==> config.mk <==
export PLATFORM = sky130hd
export DESIGN_NAME = textlcd_responder
export DESIGN_NICKNAME = d
export VERILOG_FILES = /design/src/rtl/textlcd_responder.sv
export SDC_FILE = /design/constraint.sdc
export NUM_CORES = 1
export LEC_CHECK = 0
export ABC_AREA = 1
export CAP_MARGIN = 40
export CORE_MARGIN = 8
export CORE_UTILIZATION = 62
export DETAILED_ROUTE_END_ITERATION = 10
export GPL_ROUTABILITY_DRIVEN = 0
export PLACE_DENSITY_LB_ADDON = 0.15
export SETUP_SLACK_MARGIN = 0.3
export SYNTH_ARGS = -nofsm -noshare
export SYNTH_HDL_FRONTEND = slang
export SYNTH_SLANG_ARGS = --single-unit
==> constraint.sdc <==
create_clock -name clk -period 3.2 [get_ports clk]
set_input_delay 0.64 -clock clk [delete_from_list [all_inputs] [get_ports clk]]
set_output_delay 0.64 -clock clk [all_outputs]
set_load 0.005 [all_outputs]
==> src/rtl/textlcd_responder.sv <==
// HD44780-style text LCD bus responder.
// Decodes host bus cycles into a 2x16 DDRAM model with busy timing.
module textlcd_responder #(
  parameter int SHORT_BUSY = 40,
  parameter int LONG_BUSY  = 1600
) (
  input  logic       clk,
  input  logic       rst,
  input  logic       lcd_e,
  input  logic       lcd_rs,
  input  logic       lcd_rw,
  input  logic [7:0] lcd_din,
  output logic [7:0] lcd_dout,
  output logic       lcd_doe,
  output logic       busy,
  output logic       disp_on,
  output logic       cursor_on,
  output logic       blink_on,
  output logic       two_line,
  output logic       inc_mode,
  output logic       shift_mode,
  output logic [6:0] addr_cnt,
  input  logic [4:0] rd_addr,
  output logic [7:0] rd_char,
  output logic       ovr_err
);

  localparam int CW = $clog2(LONG_BUSY + 1);

  typedef enum logic [1:0] {
    S_INIT,
    S_IDLE,
    S_BUSY
  } state_t;

  state_t          state_q, state_d;
  logic [CW-1:0]   cnt;
  logic            fill_on;
  logic [4:0]      fill_idx;
  logic [7:0]      mem [32];

  logic            e_m, e_s, e_d;
  logic            rs_m, rs_s;
  logic            rw_m, rw_s;
  logic [7:0]      din_m, din_s;

  logic            strobe, wr_stb, rd_stb;
  logic            exec, dwr, drd, clr;
  logic            is_long, is_noop, go_busy;
  logic            map_ok;
  logic [4:0]      map_idx;
  logic [7:0]      rd_data;

  function automatic logic [6:0] ac_step(
    input logic [6:0] a,
    input logic       up
  );
    if (up) begin
      if (a == 7'h27)      return 7'h40;
      else if (a == 7'h67) return 7'h00;
      else                 return a + 7'd1;
    end else begin
      if (a == 7'h00)      return 7'h67;
      else if (a == 7'h40) return 7'h27;
      else                 return a - 7'd1;
    end
  endfunction

  assign busy    = (state_q != S_IDLE);
  assign strobe  = e_d & ~e_s;
  assign wr_stb  = strobe & ~rw_s;
  assign rd_stb  = strobe & rw_s;
  assign exec    = wr_stb & ~busy;
  assign dwr     = exec & rs_s;
  assign drd     = rd_stb & rs_s & ~busy;
  assign clr     = exec & ~rs_s & (din_s == 8'h01);
  assign is_long = (din_s[7:2] == 6'd0) & (din_s[1:0] != 2'd0);
  assign is_noop = ~rs_s & (din_s == 8'h00);
  assign go_busy = exec & ~is_noop;
  assign map_ok  = (addr_cnt[5:4] == 2'b00);
  assign map_idx = {addr_cnt[6], addr_cnt[3:0]};
  assign rd_data = map_ok ? mem[map_idx] : 8'h20;
  assign lcd_doe = e_s & rw_s;

  // two-flop synchronizers plus edge-detect delay on e
  always_ff @(posedge clk or posedge rst) begin
    if (rst) begin
      e_m   <= 1'b0;
      e_s   <= 1'b0;
      e_d   <= 1'b0;
      rs_m  <= 1'b0;
      rs_s  <= 1'b0;
      rw_m  <= 1'b0;
      rw_s  <= 1'b0;
      din_m <= 8'h00;
      din_s <= 8'h00;
    end else begin
      e_m   <= lcd_e;
      e_s   <= e_m;
      e_d   <= e_s;
      rs_m  <= lcd_rs;
      rs_s  <= rs_m;
      rw_m  <= lcd_rw;
      rw_s  <= rw_m;
      din_m <= lcd_din;
      din_s <= din_m;
    end
  end

  // state register
  always_ff @(posedge clk or posedge rst) begin
    if (rst) state_q <= S_INIT;
    else     state_q <= state_d;
  end

  // next-state: init fill, idle, timed busy
  always_comb begin
    state_d = state_q;
    unique case (state_q)
      S_INIT: if (fill_idx == 5'd31) state_d = S_IDLE;
      S_IDLE: if (go_busy)           state_d = S_BUSY;
      S_BUSY: if (cnt == '0)         state_d = S_IDLE;
      default:                       state_d = S_INIT;
    endcase
  end

  // busy countdown, loaded on an executed instruction
  always_ff @(posedge clk or posedge rst) begin
    if (rst)
      cnt <= '0;
    else if (go_busy)
      cnt <= is_long && !rs_s ? CW'(LONG_BUSY - 1)
                              : CW'(SHORT_BUSY - 1);
    else if (cnt != '0)
      cnt <= cnt - CW'(1);
  end

  // blank-fill sequencer for reset and clear
  always_ff @(posedge clk or posedge rst) begin
    if (rst) begin
      fill_on  <= 1'b1;
      fill_idx <= 5'd0;
    end else if (clr) begin
      fill_on  <= 1'b1;
      fill_idx <= 5'd0;
    end else if (fill_on) begin
      fill_idx <= fill_idx + 5'd1;
      if (fill_idx == 5'd31) fill_on <= 1'b0;
    end
  end

  // DDRAM write port: fill has priority
  always_ff @(posedge clk) begin
    if (fill_on)
      mem[fill_idx] <= 8'h20;
    else if (dwr && map_ok)
      mem[map_idx] <= din_s;
  end

  // registered display-content read port
  always_ff @(posedge clk or posedge rst) begin
    if (rst) rd_char <= 8'h00;
    else     rd_char <= mem[rd_addr];
  end

  // instruction decode and address counter
  always_ff @(posedge clk or posedge rst) begin
    if (rst) begin
      addr_cnt   <= 7'h00;
      inc_mode   <= 1'b1;
      shift_mode <= 1'b0;
      disp_on    <= 1'b0;
      cursor_on  <= 1'b0;
      blink_on   <= 1'b0;
      two_line   <= 1'b0;
    end else if (exec && !rs_s) begin
      unique casez (din_s)
        8'b1???????: addr_cnt <= din_s[6:0];
        8'b01??????: ;
        8'b001?????: two_line <= din_s[3];
        8'b0001????: begin
          if (!din_s[3])
            addr_cnt <= ac_step(addr_cnt, din_s[2]);
        end
        8'b00001???: begin
          disp_on   <= din_s[2];
          cursor_on <= din_s[1];
          blink_on  <= din_s[0];
        end
        8'b000001??: begin
          inc_mode   <= din_s[1];
          shift_mode <= din_s[0];
        end
        8'b0000001?: addr_cnt <= 7'h00;
        8'b00000001: begin
          addr_cnt <= 7'h00;
          inc_mode <= 1'b1;
        end
        default: ;
      endcase
    end else if (dwr || drd) begin
      addr_cnt <= ac_step(addr_cnt, inc_mode);
    end
  end

  // read-back data tracks the bus while e is high
  always_ff @(posedge clk or posedge rst) begin
    if (rst)
      lcd_dout <= 8'h00;
    else if (e_s && rw_s)
      lcd_dout <= rs_s ? rd_data : {busy, addr_cnt};
  end

  // sticky overrun on any write strobe while busy
  always_ff @(posedge clk or posedge rst) begin
    if (rst)                 ovr_err <= 1'b0;
    else if (wr_stb && busy) ovr_err <= 1'b1;
  end

endmodule

; After elaboration in Yosys (flattened, before gate mapping)
; Memories as Yosys holds them, arrays and structs flattened. A register that Yosys moved wholly into a read port is not among the register bits.
; Index checks and enable logic that the tools add are counted.
[totals]
register_bits = 64
in_bits = 18
ramBits = 256
wordCells = 123
mem_count = 1
output_inout_bits = 32
[mem_list]
columns = memory, depth, width, read_ports, rd_clocked_by_memory_dff, write_ports, line_no
row1 = mem, 32, 8, 2, 1, 1, 40  ; logic [7:0] mem [32];
[op_classes]
n_bitwise = 18
muxes = 33
n_reduce_logical = 27
eq_ne = 18
addsub = 4
[ops]
columns = operator, n
row1 = $mux W7, 9
row2 = $mux W11, 3
row3 = $mux W8, 3
row4 = $pmux W7 S3, 1
row5 = $mux W5, 3
row6 = $eq A7 B7 Y1 const B, 2
row7 = $and A1 B1 Y1, 13
row8 = $logic_not A11 Y1, 1
row9 = $reduce_bool A11 Y1, 1
row10 = $sub A11 B1 Y11 const B, 1
row11 = $reduce_bool A2 Y1, 5
row12 = $mux W1, 9
row13 = $eq A8 B1 Y1 const B, 1
row14 = $logic_not A8 Y1, 1
row15 = $reduce_and A2 Y1, 4
row16 = $reduce_or A8 Y1, 1
row17 = $add A7 B1 Y7 const B, 1
row18 = $eq A7 B1 Y1 const B, 1
row19 = $eq A7 B6 Y1 const B, 1
row20 = $logic_not A7 Y1, 1
row21 = $sub A7 B1 Y7 const B, 1
row22 = $eq A6 B1 Y1 const B, 1
row23 = $logic_not A6 Y1, 1
row24 = $mux W2, 3
row25 = 20 further kinds, 32

; Logic depth before layout (Yosys ltp)
; Gate-level depths: netlist (run 1).
[logic_depth]
word_depth = 11
depth_mapped = 15
mapped_depth_nobuf = 12

; Worst setup path before layout (run 1)
; OpenSTA, ideal clock, no wires.
[synth_timing]
kind = flip-flop to flip-flop
from = reg addr_cnt[4]
to = mem mem[0][6], data pin
setup_time_ps = 351
t_arrival_ps = 1909
path_stages_with_launch = 7
path_slack_ps = 940
required_ps = 2849
period_less_slack_ps = 2260
n_path_buf = 1
cell_sequence = dfrtp_1 -> inv_2 -> nand2_4 -> nor2_2 -> nand3_4 -> buf_6 -> nor2_1
[synth_between]
elab_chain_len = 7
[synth_lines]
columns = element, line_no
row1 = start: declaration, 22  ; output logic [6:0] addr_cnt,
row2 = start signal: assignment, 183  ; addr_cnt <= ac_step(addr_cnt, din_s[2]);
row3 = start signal: assignment, 202  ; addr_cnt <= ac_step(addr_cnt, inc_mode);
row4 = $logic_not A2 Y1, 80  ; assign map_ok = (addr_cnt[5:4] == 2'b00);
row5 = $logic_and A1 B1 Y1, 156  ; else if (dwr && map_ok)
row6 = $mux W1, 156
row7 = $mux W1, 154  ; if (fill_on)
row8 = $mux W1 (implied by the code), 157  ; mem[map_idx] <= din_s;
row9 = $reduce_or A8 Y1 (no line), --
row10 = $mux W8 (no line), --
row11 = end: declaration, 40
; Every way passes these cells.

; Final worst setup path (run 1)
[layout_timing]
from = reg rw_s
to = mem mem[6][4], enable pin
[layout_between]
elab_chain_len = 10
elab_cells_between_ends = 11
cone_classes = mux (5) / bitwise (4) / reduce/logical (2)
[layout_lines]
columns = element, line_no
row1 = start: declaration, 44  ; logic rw_m, rw_s;
row2 = start signal: assignment, 104  ; rw_s <= rw_m;
row3 = $not A1 Y1 (*), 71  ; assign wr_stb = strobe & ~rw_s;
row4 = $and A1 B1 Y1 (*), 71
row5 = $and A1 B1 Y1 (*), 73  ; assign exec = wr_stb & ~busy;
row6 = $and A1 B1 Y1 (*), 74  ; assign dwr = exec & rs_s;
row7 = $logic_and A1 B1 Y1 (*), 156
row8 = $mux W1 (*), 156
row9 = $mux W1 (*), 154
row10 = $mux W1 (implied by the code) (*), 157
row11 = $reduce_or A8 Y1 (no line), --
row12 = $mux W5 (no line) / $mux W1 (equally long branches), --
; Mark *: on every way between the ends. The rest lies on a longest branch, timed or not.

==> results of run 1 <==
[final cells by class]
type | instances | area share, %
clock inverters | 15 | 1.01
flip-flops and latches | 328 | 49.4
inverters | 238 | 4.67
clock buffers | 49 | 5.09
multi-input cells | 1302 | 32.3
well taps | 341 | 2.22
repair buffers | 108 | 5.24
[state kept, by name, summed over array words and instances, names as in the netlist, 2 cells and up]
register and flops:
mem 256, cnt 11, din_m 8, din_s 8, lcd_dout 8, rd_char 8, addr_cnt 7, fill_idx 5
state_q 2
[power breakdown]
part	total (mW)	internal [mW]	switching (mW)
sequential	4.61	4.58	0.0257
combinational	0.429	0.155	0.274
clock	4.14	2.48	1.66
total	9.18	7.21	1.96
[worst min-delay path by stage]
stage,to,depth (start not counted),slack (ps)
floorplan,din_s[0]$_DFF_PP0_,0,330
global route,din_s[2]$_DFF_PP0_,0,370
global placement,din_s[4]$_DFF_PP0_,0,330
CTS,din_s[2]$_DFF_PP0_,0,350
finish,din_s[2]$_DFF_PP0_,0,350
detailed placement,din_s[5]$_DFF_PP0_,0,340
[metal layers]
metal  up-vias  routed length, µm  global-route usage [%]
met5         -                  0                       0
met4         0               2220                    12.4
met3       197               6800                    8.22
met2      1077              22900                    47.6
met1      6807              19600                    41.3
li1       6604                  -                       -
[cells in the final DEF (no fill, tap or decap), types with 5 or more instances in the layout]
cell type | synthesis | layout
nand2_4 | 5 | 5
clkbuf_16 | 0 | 35
inv_1 | 226 | 223
buf_12 | 0 | 6
nor2_1 | 188 | 175
inv_2 | 10 | 10
ha_1 | 6 | 6
clkdlybuf4s50_1 | 0 | 47
o211ai_1 | 6 | 6
xnor2_1 | 5 | 5
xor2_1 | 8 | 8
nor2_4 | 5 | 5
o221ai_1 | 23 | 23
nand2_1 | 547 | 547
a21oi_1 | 67 | 67
o21ai_0 | 128 | 128
a211oi_1 | 36 | 36
o21bai_1 | 25 | 25
edfxtp_1 | 256 | 256
nand2_2 | 9 | 9
dfrtp_1 | 70 | 68
buf_4 | 0 | 54
clkinv_2 | 0 | 6
nor3_1 | 8 | 8
nand4_1 | 7 | 7
clkbuf_8 | 0 | 5
nand3_1 | 194 | 194
nor2_2 | 6 | 19
clkbuf_1 | 62 | 9
[per-stage QoR]
stage / hold slack (ps) / instance area [µm²]
floorplan: 331 / 17000
finish: 353 / 19200
global route: 367 / 19200
CTS: 354 / 19200
global placement: 333 / 18000
detailed placement: 338 / 18000
[cells by family (layout without fill, tap and decap cells)]
family / Yosys count / after routing / share of synthesized area (%)
flops: 328 / 328 / 55.8
fa+ha+maj: 6 / 6 / 0.441
simple gates: 981 / 981 / 24.4
xor+xnor: 13 / 13 / 0.669
mux: 1 / 1 / 0.0661
compound gates: 301 / 301 / 10.7
buf+inv: 347 / 410 / 7.96
[what timing repair did]
action,CTS,global route
endpoints found under the setup margin,1,59
gates resized for setup,1,6
pin swaps,0,0
==> flow_summary_export.csv, run 1 <==
group,metric,value,unit
status,status,"finished clean",
pwr,p_total,9.18,mW
yosys,syn_area_per_cell,8.61,µm²
clocking,cts_buffers,35,
final_layout,multiInputGateArea,0.00621,mm²
yosys,synth.top_cells.by_count,"nand2_1 (547), edfxtp_1 (256), inv_1 (226)",
worst_setup_path,arrival,2940,ps
yosys,synth-edff-count,256,
worst_setup_path,critPathKind,"register to register",
final_layout,nFillCells,2031,
worst_setup_path,critPathLaunchType,"register",
timing,relSlewSlack,52.8,%
yosys,synthCells,1977,
clocking,clock_path_buffers,3,
clocking,cts_tree,"built",
worst_setup_path,worstPathCellList,"nand3b_2, nor2_8, nand3_4, o21ai_4, inv_2, nor2_2, nand2_2, nor2_1",
worst_setup_path,r2r_end,"mem[6][4]$_DFFE_PP_",
timing,fin_crit,2780,ps
yosys,yosysMostFrequentCell,"nand2_1",
pwr,powerDensity,478,mW/mm²
timing,fin_setup_tns,0,ps
yosys,yosys.area.top_type_share,45.2,%
floorplan,fp-row-count,60,
timing,slew_viol_final,0,
worst_setup_path,crit_start,"rw_s$_DFF_PP0_",
yosys,ys_top_cells_by_area,"edfxtp_1 (45%), nand2_1 (12%), dfrtp_1 (10%)",
floorplan,die_h,182,µm
yosys,ys_ff_latch,328,
floorplan,ios,50,
final_layout,layoutNonFillerInstCount,2381,
yosys,netlist_area,0.0170,mm²
final_layout,syn_to_final_growth,12.8,%
timing,hold_viol_final,0,
yosys,synthesis.nets,2001,
clocking,clock_latency,530,ps
grt,grt_pass1_wl,80000,µm
clocking,cts_setup_buffers,0,
grt,grtUsageTotal,30.9,%
worst_setup_path,rrSetupSlack,420,ps
min_path,worstHoldStart,"din_m[2]$_DFF_PP0_",
worst_setup_path,cp-end-kind,"register",
worst_setup_path,cp.required,3350,ps
pwr,p_leak,8.51,nW
drt,dr.pass1.iters,6,
floorplan,die_w,182,µm
timing,tightest_slew,705,ps
final_layout,antennaDiodeCount,0,
yosys,ys.flop_type,"edfxtp_1",
clocking,path_clk_slew,60,ps
yosys,seq_area_frac_synth,55.8,%
drt,vias,14685,
yosys,synth.distinct_cells,47,
final_layout,fin_nets,2037,
drt,drt-wirelength-per-cell,21.6,µm
placed_design,pre_cts_ws,443,ps
drt,first_iter_violations,2431,
timing,skew,22.8,ps
yosys,yosys_warnings,0,
worst_setup_path,cp_max_fo,17,
worst_setup_path,crit_end,"mem[6][4]$_DFFE_PP_",
clocking,htree_levels,2,
pwr,peakVddDrop,0.485,mV
timing,fmax,359,MHz
drt,avgViaCountPerCell,6.17,
drt,drc_errors,0,
timing,worst_slack,416,ps
yosys,yosysTopAreaCell,"edfxtp_1",
grt,grt_pass1_vias,14079,
clocking,clkSinkCount,328,
drt,totalWireLength,51500,µm
worst_setup_path,rr_startpoint,"rw_s$_DFF_PP0_",
worst_setup_path,slowest_delay,540,ps
clocking,ctsHoldBuffers,0,
min_path,hp-class,"register to register",
worst_setup_path,crit_path_top_delay_cell,"nor2_1",
placed_design,port-buffer-count,49,
drt,drtAntennaViolNets,0,
grt,antenna_found_initial,0,
worst_setup_path,cp_top_family,"simple AND/OR/NAND/NOR gates",
worst_setup_path,crit_buf_inv,1,
final_layout,utilization,71.3,%
worst_setup_path,cp.depth,8,
timing,rsz0062_at_grt,"true",
grt,grt_remaining_overflow,0,
grt,grt_max_degree,119,
clocking,cts_root_buf,"clkbuf_16",
timing,post-route-period-util,87.0,%
yosys,ys_async_sr_fraction,22.0,%
placed_design,placedCellCount,2317,
floorplan,die_area,0.0330,mm²
floorplan,coreArea,0.0270,mm²
floorplan,start_util,63.2,%
final_layout,drive_gt1_share,9.07,%
final_layout,layout.area.seq,0.00950,mm²
worst_setup_path,reg2regPathDepth,8,
placed_design,place_hpwl,33400,µm
run,drv_cap,0,
timing,setup_viol,0,
Note: power is estimated with default switching activity, not from simulation.
==> run 2: changes to the inputs <==
Settings changed: CAP_MARGIN 40 to 10, CORE_UTILIZATION 62 to 25.
==> run 2 against run 1 <==
  * Cell count rose by 23%
  * Register-to-register slack improved by 20 ps
  * Combinational power up 3%
  * Highest routed layer unchanged
==> flow_summary_export.csv, run 2 (same netlist as run 1, synthesis figures left out) <==
group,metric,value,unit
worst_setup_path,crit_path_top_delay_cell,"nor2_1",
worst_setup_path,critPathKind,"register to register",
drt,drtAntennaViolNets,0,
floorplan,start_util,25.3,%
clocking,cts_root_buf,"clkbuf_16",
final_layout,nFillCells,7026,
timing,relSlewSlack,51.6,%
timing,skew,31.0,ps
pwr,peakVddDrop,0.322,mV
floorplan,coreArea,0.0673,mm²
floorplan,ios,50,
placed_design,place_hpwl,39000,µm
min_path,hp-class,"register to register",
timing,fin_crit,2770,ps
timing,setup_viol,0,
worst_setup_path,arrival,2970,ps
clocking,clock_path_buffers,3,
clocking,cts_setup_buffers,0,
timing,slew_viol_final,0,
run,drv_cap,0,
final_layout,fin_nets,2047,
timing,hold_viol_final,0,
clocking,path_clk_slew,60,ps
floorplan,die_area,0.0767,mm²
worst_setup_path,cp_max_fo,17,
final_layout,antennaDiodeCount,0,
timing,fmax,361,MHz
timing,tightest_slew,723,ps
worst_setup_path,worstPathCellList,"inv_2, nand2_4, nor2_2, nand3_4, o21ai_4, inv_2, nor2_2, nand2_2, nor2_1",
grt,grt_remaining_overflow,0,
worst_setup_path,crit_buf_inv,2,
floorplan,fp-row-count,95,
final_layout,reg_top3,"mem x256, cnt x11",
clocking,cts_buffers,41,
placed_design,port-buffer-count,49,
drt,dr.pass1.iters,5,
worst_setup_path,slowest_delay,560,ps
grt,antenna_found_initial,2,
floorplan,die_w,277,µm
pwr,p_total,10.0,mW
pwr,p_leak,8.70,nW
drt,drc_errors,0,
timing,post-route-period-util,86.5,%
clocking,cts_tree,"built",
drt,vias,13930,
final_layout,layoutNonFillerInstCount,2929,
pwr,powerDensity,493,mW/mm²
drt,totalWireLength,60500,µm
drt,drt-wirelength-per-cell,20.7,µm
grt,grtUsageTotal,15.3,%
clocking,clock_latency,580,ps
grt,grt_pass1_vias,13661,
drt,avgViaCountPerCell,4.76,
floorplan,die_h,277,µm
drt,first_iter_violations,1188,
status,status,"finished clean",
placed_design,placedCellCount,2853,
clocking,htree_levels,2,
timing,fin_setup_tns,0,ps
final_layout,final_cell_mix,"nand2_1 (547), edfxtp_1 (256), inv_1 (223)",
final_layout,mostFrequentLayoutCell,"nand2_1",
final_layout,syn_to_final_growth,19.0,%
worst_setup_path,cp.required,3400,ps
grt,grt_pass1_wl,89600,µm
worst_setup_path,cp_top_family,"simple AND/OR/NAND/NOR gates",
final_layout,drive_gt1_share,9.68,%
final_layout,largest_reg_flops,256,
worst_setup_path,cp-end-kind,"register",
worst_setup_path,critPathLaunchType,"register",
grt,grt_max_degree,139,
timing,rsz0062_at_grt,"true",
final_layout,regMostFlops,"mem",
clocking,clkSinkCount,328,
run 2: path summary, 6_finish.rpt:
| path | start | endpoint | slack, ps | cells past startpoint |
|---|---|---|---|---|
| max reg2reg | addr_cnt[4]$_DFFE_PP0P_ | mem[3][4]$_DFFE_PP_ | 430 | 9 |
| min in group asynchronous | rst | din_m[0]$_DFF_PP0_ | 430 | 2 |
| min reg2reg | din_m[7]$_DFF_PP0_ | din_s[7]$_DFF_PP0_ | 350 | 0 |
| max | addr_cnt[4]$_DFFE_PP0P_ | mem[3][4]$_DFFE_PP_ | 430 | 9 |
| max in group asynchronous | rst | fill_on$_DFF_PP1_ | 2090 | 3 |
| min | din_m[7]$_DFF_PP0_ | din_s[7]$_DFF_PP0_ | 350 | 0 |
run 2: through the flow:
stage	utilization (%)	hold slack [ps]	setup WS (ps)	cell area [µm²]
2_1_floorplan	-	331	738	17000
3_3_place_gp	28.0	337	458	18800
3_5_place_dp	28.0	336	369	18800
4_1_cts	30.1	349	367	20300
5_1_grt	30.1	359	187	20300
6_report	30.1	347	431	20300
run 2: per-layer routing:
metal / GRT usage, % / wire length, µm / vias to the layer above
li1: - / - / 6625
met1: 20.0 / 26900 / 6753
met2: 25.6 / 28500 / 457
met3: 2.41 / 3170 / 95
met4: 5.27 / 1890 / 0
met5: 0 / 0 / -
run 2: layout make-up:
type	instances	area (µm²)	share of cell area, %
Clock buffer	52	1140	5.63
Clock inverter	24	308	1.52
Inverter	238	898	4.43
Multi-Input combinational cell	1302	6210	30.6
Sequential cell	328	9500	46.9
Tap cell	873	1090	5.39
Timing Repair Buffer	112	1120	5.53
run 2: repair_timing:
| item | in CTS | in global routing |
|---|---|---|
| endpoints found under the setup margin | 0 | 48 |
| hold buffers | 0 | 0 |
| gates resized for setup | 0 | 4 |
| hold endpoints to repair | 0 | 0 |
run 2: report_power, final:
group	switching, mW	internal, mW
logic	0.282	0.162
clock network	1.91	3.03
registers	0.0307	4.58
run 2: worst register-to-register path, stage by stage (launching register included):
cell and delay, ps:
dfrtp_1 450, inv_2 150, nand2_4 80, nor2_2 170
nand3_4 320, o21ai_4 340, inv_2 70, nor2_2 130
nand2_2 130, nor2_1 560
